## src/rtl/npc_pkg.sv

```systemverilog
// ---------------------------------------------------------------------------
// npc_pkg
// Shared types and constants for the core's store path.
//   XLEN        : address / data width of the core
//   sb_state_t  : drain state machine of the store buffer
//   sb_entry_t  : one buffered store (byte address + data)
//   SB_FULL_STRB: byte enables used for every drained write
// ---------------------------------------------------------------------------
package npc_pkg;

  localparam int XLEN = 64;

  localparam logic [7:0] SB_FULL_STRB = 8'hFF;

  typedef enum logic [1:0] {
    IDLE      = 2'd0,
    REQ       = 2'd1,
    WAIT_RESP = 2'd2
  } sb_state_t;

  typedef struct packed {
    logic [XLEN-1:0] addr;
    logic [XLEN-1:0] data;
  } sb_entry_t;

endpackage

```

## src/rtl/sb_fifo.sv

```systemverilog
// ---------------------------------------------------------------------------
// sb_fifo
// Circular queue of DEPTH store entries for the store buffer.
// Ports:
//   clk, rst      : clock, synchronous active-high reset (pointers/count only)
//   i_push        : write i_pushEntry at the tail (ignored when full)
//   i_pushEntry   : entry to enqueue
//   i_pop         : drop the head entry (ignored when empty)
//   o_headEntry   : entry at the head, valid whenever o_empty is low
//   o_count       : number of entries held
//   o_full        : count == DEPTH
//   o_empty       : count == 0
// ---------------------------------------------------------------------------
module sb_fifo
  import npc_pkg::*;
#(
  parameter int DEPTH = 4
) (
  input  logic                       clk,
  input  logic                       rst,
  input  logic                       i_push,
  input  sb_entry_t                  i_pushEntry,
  input  logic                       i_pop,
  output sb_entry_t                  o_headEntry,
  output logic [$clog2(DEPTH):0]     o_count,
  output logic                       o_full,
  output logic                       o_empty
);

  localparam int PTR_W = $clog2(DEPTH);
  localparam int CNT_W = PTR_W + 1;

  sb_entry_t          r_mem [DEPTH];
  logic [PTR_W-1:0]   r_head;
  logic [PTR_W-1:0]   r_tail;
  logic [CNT_W-1:0]   r_count;

  logic               w_doPush;
  logic               w_doPop;

  assign o_full   = (r_count == CNT_W'(DEPTH));
  assign o_empty  = (r_count == '0);
  assign o_count  = r_count;
  assign w_doPush = i_push && !o_full;
  assign w_doPop  = i_pop && !o_empty;

  assign o_headEntry = r_mem[r_head];

  // Entry storage carries no reset: an entry is only ever read after it
  // has been written, so its power-up contents never reach the outputs.
  always_ff @(posedge clk) begin
    if (w_doPush) begin
      r_mem[r_tail] <= i_pushEntry;
    end
  end

  // DEPTH is a power of two, so pointer overflow is the modulo wrap.
  always_ff @(posedge clk) begin
    if (rst) begin
      r_head  <= '0;
      r_tail  <= '0;
      r_count <= '0;
    end else begin
      if (w_doPush) begin
        r_tail <= r_tail + PTR_W'(1);
      end
      if (w_doPop) begin
        r_head <= r_head + PTR_W'(1);
      end
      case ({w_doPush, w_doPop})
        2'b10:   r_count <= r_count + CNT_W'(1);
        2'b01:   r_count <= r_count - CNT_W'(1);
        default: r_count <= r_count;
      endcase
    end
  end

endmodule

```

## src/rtl/store_buffer.sv

```systemverilog
// ---------------------------------------------------------------------------
// store_buffer
// Decouples core stores from memory: stores are queued and drained one
// write at a time, strictly in order, as full 8-byte aligned writes.
// Ports:
//   clk, rst        : clock, synchronous active-high reset
//   st_valid        : core presents a store
//   st_addr/st_data : store byte address / data
//   st_ready        : a slot is free (core stalls when st_valid && !st_ready)
//   mem_req_valid   : write request presented to memory
//   mem_req_ready   : memory accepts the request
//   mem_req_addr    : aligned write address
//   mem_req_data    : write data
//   mem_req_strb    : byte enables (always all ones)
//   mem_resp_valid  : one-cycle write completion pulse
//   empty           : nothing queued and no write outstanding
//   misalign_err    : sticky, set by any store with a nonzero st_addr[2:0]
// ---------------------------------------------------------------------------
module store_buffer #(
  parameter int DEPTH = 4,
  parameter int XLEN  = 64
) (
  input  logic            clk,
  input  logic            rst,
  input  logic            st_valid,
  input  logic [XLEN-1:0] st_addr,
  input  logic [XLEN-1:0] st_data,
  output logic            st_ready,
  output logic            mem_req_valid,
  input  logic            mem_req_ready,
  output logic [XLEN-1:0] mem_req_addr,
  output logic [XLEN-1:0] mem_req_data,
  output logic [7:0]      mem_req_strb,
  input  logic            mem_resp_valid,
  output logic            empty,
  output logic            misalign_err
);

  import npc_pkg::*;

  localparam int CNT_W = $clog2(DEPTH) + 1;

  sb_state_t          r_state;
  logic               r_misalignErr;

  sb_entry_t          w_pushEntry;
  sb_entry_t          w_headEntry;
  logic [CNT_W-1:0]   w_count;
  logic               w_full;
  logic               w_fifoEmpty;
  logic               w_push;
  logic               w_pop;

  // st_ready looks only at the registered count, so a slot freed by a pop
  // becomes visible to the core one cycle later.
  assign st_ready = !w_full;
  assign w_push   = st_valid && st_ready;
  assign w_pop    = (r_state == WAIT_RESP) && mem_resp_valid;

  assign w_pushEntry.addr = st_addr;
  assign w_pushEntry.data = st_data;

  sb_fifo #(
    .DEPTH (DEPTH)
  ) u_fifo (
    .clk         (clk),
    .rst         (rst),
    .i_push      (w_push),
    .i_pushEntry (w_pushEntry),
    .i_pop       (w_pop),
    .o_headEntry (w_headEntry),
    .o_count     (w_count),
    .o_full      (w_full),
    .o_empty     (w_fifoEmpty)
  );

  // Drain FSM. The head entry cannot change while in REQ (pops only happen
  // in WAIT_RESP), so the request fields stay stable until the handshake.
  // Leaving WAIT_RESP looks at the post-pop count including a same-cycle
  // enqueue, so a store arriving with the response is issued without an
  // IDLE detour.
  always_ff @(posedge clk) begin
    if (rst) begin
      r_state <= IDLE;
    end else begin
      case (r_state)
        IDLE: begin
          if (!w_fifoEmpty) begin
            r_state <= REQ;
          end
        end
        REQ: begin
          if (mem_req_ready) begin
            r_state <= WAIT_RESP;
          end
        end
        WAIT_RESP: begin
          if (mem_resp_valid) begin
            r_state <= ((w_count > CNT_W'(1)) || w_push) ? REQ : IDLE;
          end
        end
        default: r_state <= IDLE;
      endcase
    end
  end

  // Misaligned stores are still queued (and written aligned); the flag only
  // records that one happened, until the next reset.
  always_ff @(posedge clk) begin
    if (rst) begin
      r_misalignErr <= 1'b0;
    end else if (w_push && (st_addr[2:0] != 3'b000)) begin
      r_misalignErr <= 1'b1;
    end
  end

  assign mem_req_valid = (r_state == REQ);
  assign mem_req_addr  = {w_headEntry.addr[XLEN-1:3], 3'b000};
  assign mem_req_data  = w_headEntry.data;
  assign mem_req_strb  = SB_FULL_STRB;
  assign empty         = w_fifoEmpty && (r_state == IDLE);
  assign misalign_err  = r_misalignErr;

endmodule

```

## config.mk

```make
export PLATFORM = sky130hd
export DESIGN_NAME = store_buffer
export DESIGN_NICKNAME = d
export VERILOG_FILES = /design/src/rtl/npc_pkg.sv /design/src/rtl/sb_fifo.sv /design/src/rtl/store_buffer.sv
export SDC_FILE = /design/constraint.sdc
export NUM_CORES = 1
export LEC_CHECK = 0
export ABC_CLOCK_PERIOD_IN_PS = 4900
export BUFFER_PORTS_ARGS = -buffer_cell sky130_fd_sc_hd__buf_2
export CAP_MARGIN = 0
export CELL_PAD_IN_SITES_DETAIL_PLACEMENT = 0
export CELL_PAD_IN_SITES_GLOBAL_PLACEMENT = 1
export CORE_ASPECT_RATIO = 0.8
export CORE_UTILIZATION = 50
export CTS_CLUSTER_SIZE = 16
export DETAILED_ROUTE_END_ITERATION = 16
export PLACE_DENSITY_LB_ADDON = 0.1
export RECOVER_POWER = 100
export SLEW_MARGIN = 40
export SYNTH_ARGS = -nofsm -noshare
export SYNTH_HDL_FRONTEND = slang
export SYNTH_SLANG_ARGS = --single-unit
```

## constraint.sdc

```tcl
create_clock -name clk -period 4.9 [get_ports clk]
set_clock_uncertainty 0.1 [all_clocks]
set_input_delay 0.245 -clock clk [delete_from_list [all_inputs] [get_ports clk]]
set_output_delay 0.245 -clock clk [all_outputs]
set_load 0.02 [all_outputs]
```

==> key figures <==
Global route
  – First-pass GRT wire length: between 50 and 60 mm
  – Via count of the first global-routing pass: 9198
  – Grt total ovfl: 0
  – Combined global-route utilization of all metal layers: between 10% and 20%
  – Number of antenna violations at the first check in global routing: 5
  – M2 GR Usage: between 30% and 40%
  – Met1 global-route usage: about a quarter
  – Pin count of the biggest net entering global routing: 64
  – Global routing met3 resource utilization: between 5 and 6%
  – Most congested layer reported by global routing: met2

Synth
  – Main area contributors after synthesis: edfxtp_1 (80%), mux4_2 (15%), dfxtp_1 (1.3%)
  – Sequential element share of the synthesized area: approximately four fifths
  – Seq cells post-synth: 512
  – Share of Yosys cell area claimed by the top area cell type: approximately four fifths
  – Warning count from the yosys run: 0
  – Number of distinct library cells after synthesis: 29
  – Number of synthesized flops with an enable pin: 500
  – Most used flip-flop cell after synthesis: edfxtp_1
  – Mean post-synth cell area: 25.4 sq um
  – Post-synthesis cell type with the largest combined area: edfxtp_1
  – Async S/R FF share, synth: 0%
  – Number of instances in the synthesized netlist: 740
  – Post-synth top cells: edfxtp_1 (500), mux4_2 (125), buf_2 (14)
  – Cell Area, Synth: 18800 sq um
  – Top-count cell post-synth: edfxtp_1

Floorplan
  – Area of the core region: 37000 sq um
  – Die area: 38300 sq um
  – Std-Cell Rows: 63
  – Die X: 219 microns
  – Die height: 175 microns
  – I/O pin count: 273
  – Effective utilization at floorplan: 50.7%

CTS
  – Cell at the root of the clock tree: clkbuf_16
  – Buffers from clock root to sink, at most: 3
  – Total clock buffers created by CTS: 49
  – Clock insertion delay at the later pin of the skew report: ~0.56 ns
  – CTS sink cnt: 512
  – Count of cells resized by post-cts repair: 0
  – TritonCTS clock tree: done
  – H-Tree Depth: 2
  – Worst-path clk slew: 0.06 ns

Final layout
  – Finished Cell Area: between 20000 and 25000 sq um
  – Ratio of cells with drive above 1 in the final layout: 19.1%
  – Utilization after layout: 62.7%
  – P&R area growth vs syn: 23.7%
  – Net count reported at finish: 1310

Drt
  – Total via count in the routed design: 8847
  – Number of nets still failing antenna checks after routing: 0
  – Final routed wire length divided by cell count: 21.4 microns
  – Post-detailed-routing wire length: roughly 36 mm
  – Via-to-Cell Ratio: 5.22
  – Drc violations: 0
  – First-pass DRT Iterations: 4
  – DRC violation total after the first TritonRoute iteration: 601

Critical path
  – Critical path class: flip-flop to flip-flop
  – Critical path buffers and inverters: 2
  – Biggest fanout along the worst timing path: 42
  – Category of the worst setup path launch point: flip-flop
  – Arrival time at the worst endpoint: 3.71 ns
  – Cell-by-cell trace of the critical path: inv_1 > ha_1 > a21boi_0 > and2_4 > clkbuf_2
  – Slowest cell on the critical path: a21boi_0
  – Required time worst endpoint: 4.98 ns
  – Delay-heaviest family, CP: buffers and inverters
  – Nature of the critical path endpoint: flip-flop
  – Largest stage delay, worst path: 0.88 ns

STA
  – Max Slew Vio Count: 0
  – Final hold violation count: 0
  – Setup-violating endpoint count in the final report: 0
  – Slew at the pin closest to its max-slew limit: between 1 and 1.5 ns
  – Final period demand of the worst path: 3.63 ns
  – Unrepaired setup endpoints after global routing: false
  – Sum of negative setup slack: 0 ns
  – Period Utilization, post-route: 74.1%
  – F_max: 0.275 GHz
  – Worst hold-check slack: 0.0332 ns
  – Slew margin rel.: 24.4%

Power and ir drop
  – Sw Share: 21.8%
  – Part of the total power dissipated in the clock network: 37.8%
  – Net switching power: between 2 and 2.5 mW
  – Worst IR drop on VDD: 325 uV
  – Comb power frac: under 10%
  – Cell area power density: roughly 400 nW/um^2
  – LEAKAGE: 7.28 nW
  – Sum of internal, switching and leakage power: 9.38 mW
  – Sequential cell fraction of total power: between 50 and 60%
  – Internal: 7.34 mW

Placement
  – Final HPWL from detailed placement: 22.1 mm
  – Placer Congestion: just over 0.7
  – Dpl cell area: 20700 sq um
  – IO buf count: roughly 260

Run status
  – Run status: completed

Flow run
  – MaxCap Viol Count: 0

Worst hold path
  – HP Class: input port to flip-flop
## timing repair
| item | CTS | global route |
|---|---|---|
| endpoints found under the hold margin | 510 | 0 |
| buffers inserted | 0 | 0 |
| hold buffers | 131 | 0 |
## path summary, 6_finish.rpt
kind / start / to / slack [ns] / depth (start not counted)
max: u_fifo.o_count[0] / u_fifo.r_mem[3][96] / 1.27 / 5
min: mem_resp_valid / flip-flop / 0.03 / 4
max reg2reg: u_fifo.o_count[0] / u_fifo.r_mem[3][96] / 1.27 / 5
min reg2reg: u_fifo.r_head[1] / flip-flop / 0.39 / 2
## worst register-to-register path, stage by stage (launching register included)
cell	delay, ns
dfxtp_1	0.40
inv_1	0.09
ha_1	0.22
a21boi_0	0.88
and2_4	0.72
clkbuf_2	0.81
## cell families after synthesis
family	Yosys count	share of synthesized area, %
multiplexers	130	15.3
buffers and inverters	47	1.53
AND/OR/NAND/NOR	27	0.753
flip-flops	512	81.3
XOR/XNOR	3	0.140
AO/OA/AOI/OAI	10	0.367
adder cells (fa/ha/maj)	9	0.600
other	2	0.0400
## registers in the layout, summed over array words and instances (netlist names), named ones only
name / cells
misalign_err: 1
u_fifo.o_count: 3
u_fifo.r_head: 2
r_state: 2
u_fifo.r_mem: 500
u_fifo.r_tail: 2
## layout make-up
type	count	area, sq um
Fill cell	2711	13800
Sequential cell	512	15300
Antenna cell	4	10.0
Tap cell	487	609
Clock inverter	25	185
Timing Repair Buffer	409	2550
Inverter	6	22.5
Multi-Input combinational cell	190	3260
Clock buffer	63	1320
## power by group through the flow
stage / Combinational, mW / Clock [mW] / Sequential [mW]
detailed placement: 0.700 / 0 / 5.20
finish: 0.739 / 3.55 / 5.10
global route: 0.799 / 3.79 / 5.12
CTS: 0.793 / 3.63 / 5.10
floorplan: 0.408 / 0 / 5.20
global placement: 0.692 / 0 / 5.19
## cells in the final DEF (no fill, tap or decap), types with 2 or more instances in the layout
master | synthesis | routed
a21oi_1 | 3 | 3
and2_4 | 0 | 4
buf_12 | 0 | 10
buf_2 | 14 | 12
buf_4 | 11 | 3
bufinv_16 | 0 | 2
clkbuf_1 | 9 | 261
clkbuf_16 | 0 | 51
clkbuf_2 | 0 | 4
clkinv_1 | 0 | 7
clkinv_2 | 0 | 10
clkinvlp_4 | 0 | 3
conb_1 | 2 | 11
dfxtp_1 | 12 | 11
diode_2 | 0 | 4
dlygate4sd3_1 | 0 | 131
edfxtp_1 | 500 | 500
ha_1 | 9 | 9
inv_1 | 6 | 6
inv_6 | 0 | 3
mux2_2 | 2 | 2
mux2i_1 | 3 | 3
mux4_2 | 125 | 125
nand2_1 | 2 | 2
nor2_1 | 12 | 12
nor2b_1 | 3 | 3
o21ai_0 | 2 | 2
or3_1 | 3 | 3
xor2_1 | 2 | 2
## routing by layer
metal | routed length [microns] | vias to the layer above | share of wire, %
li1 | - | 4002 | -
met1 | 15200 | 4566 | 42
met2 | 18100 | 221 | 50
met3 | 2350 | 54 | 6.5
met4 | 628 | 4 | 1.7
met5 | 27 | - | 0.075
## per-stage QoR
step                      setup WS [ns]  std cells
after floorplan                   0.415        749
after global placement             2.07       1469
after detailed placement           2.04       1472
after CTS                          1.58       1691
after global routing              0.908       1693
final                              1.27       1696
(Power assumes the default switching activity.)
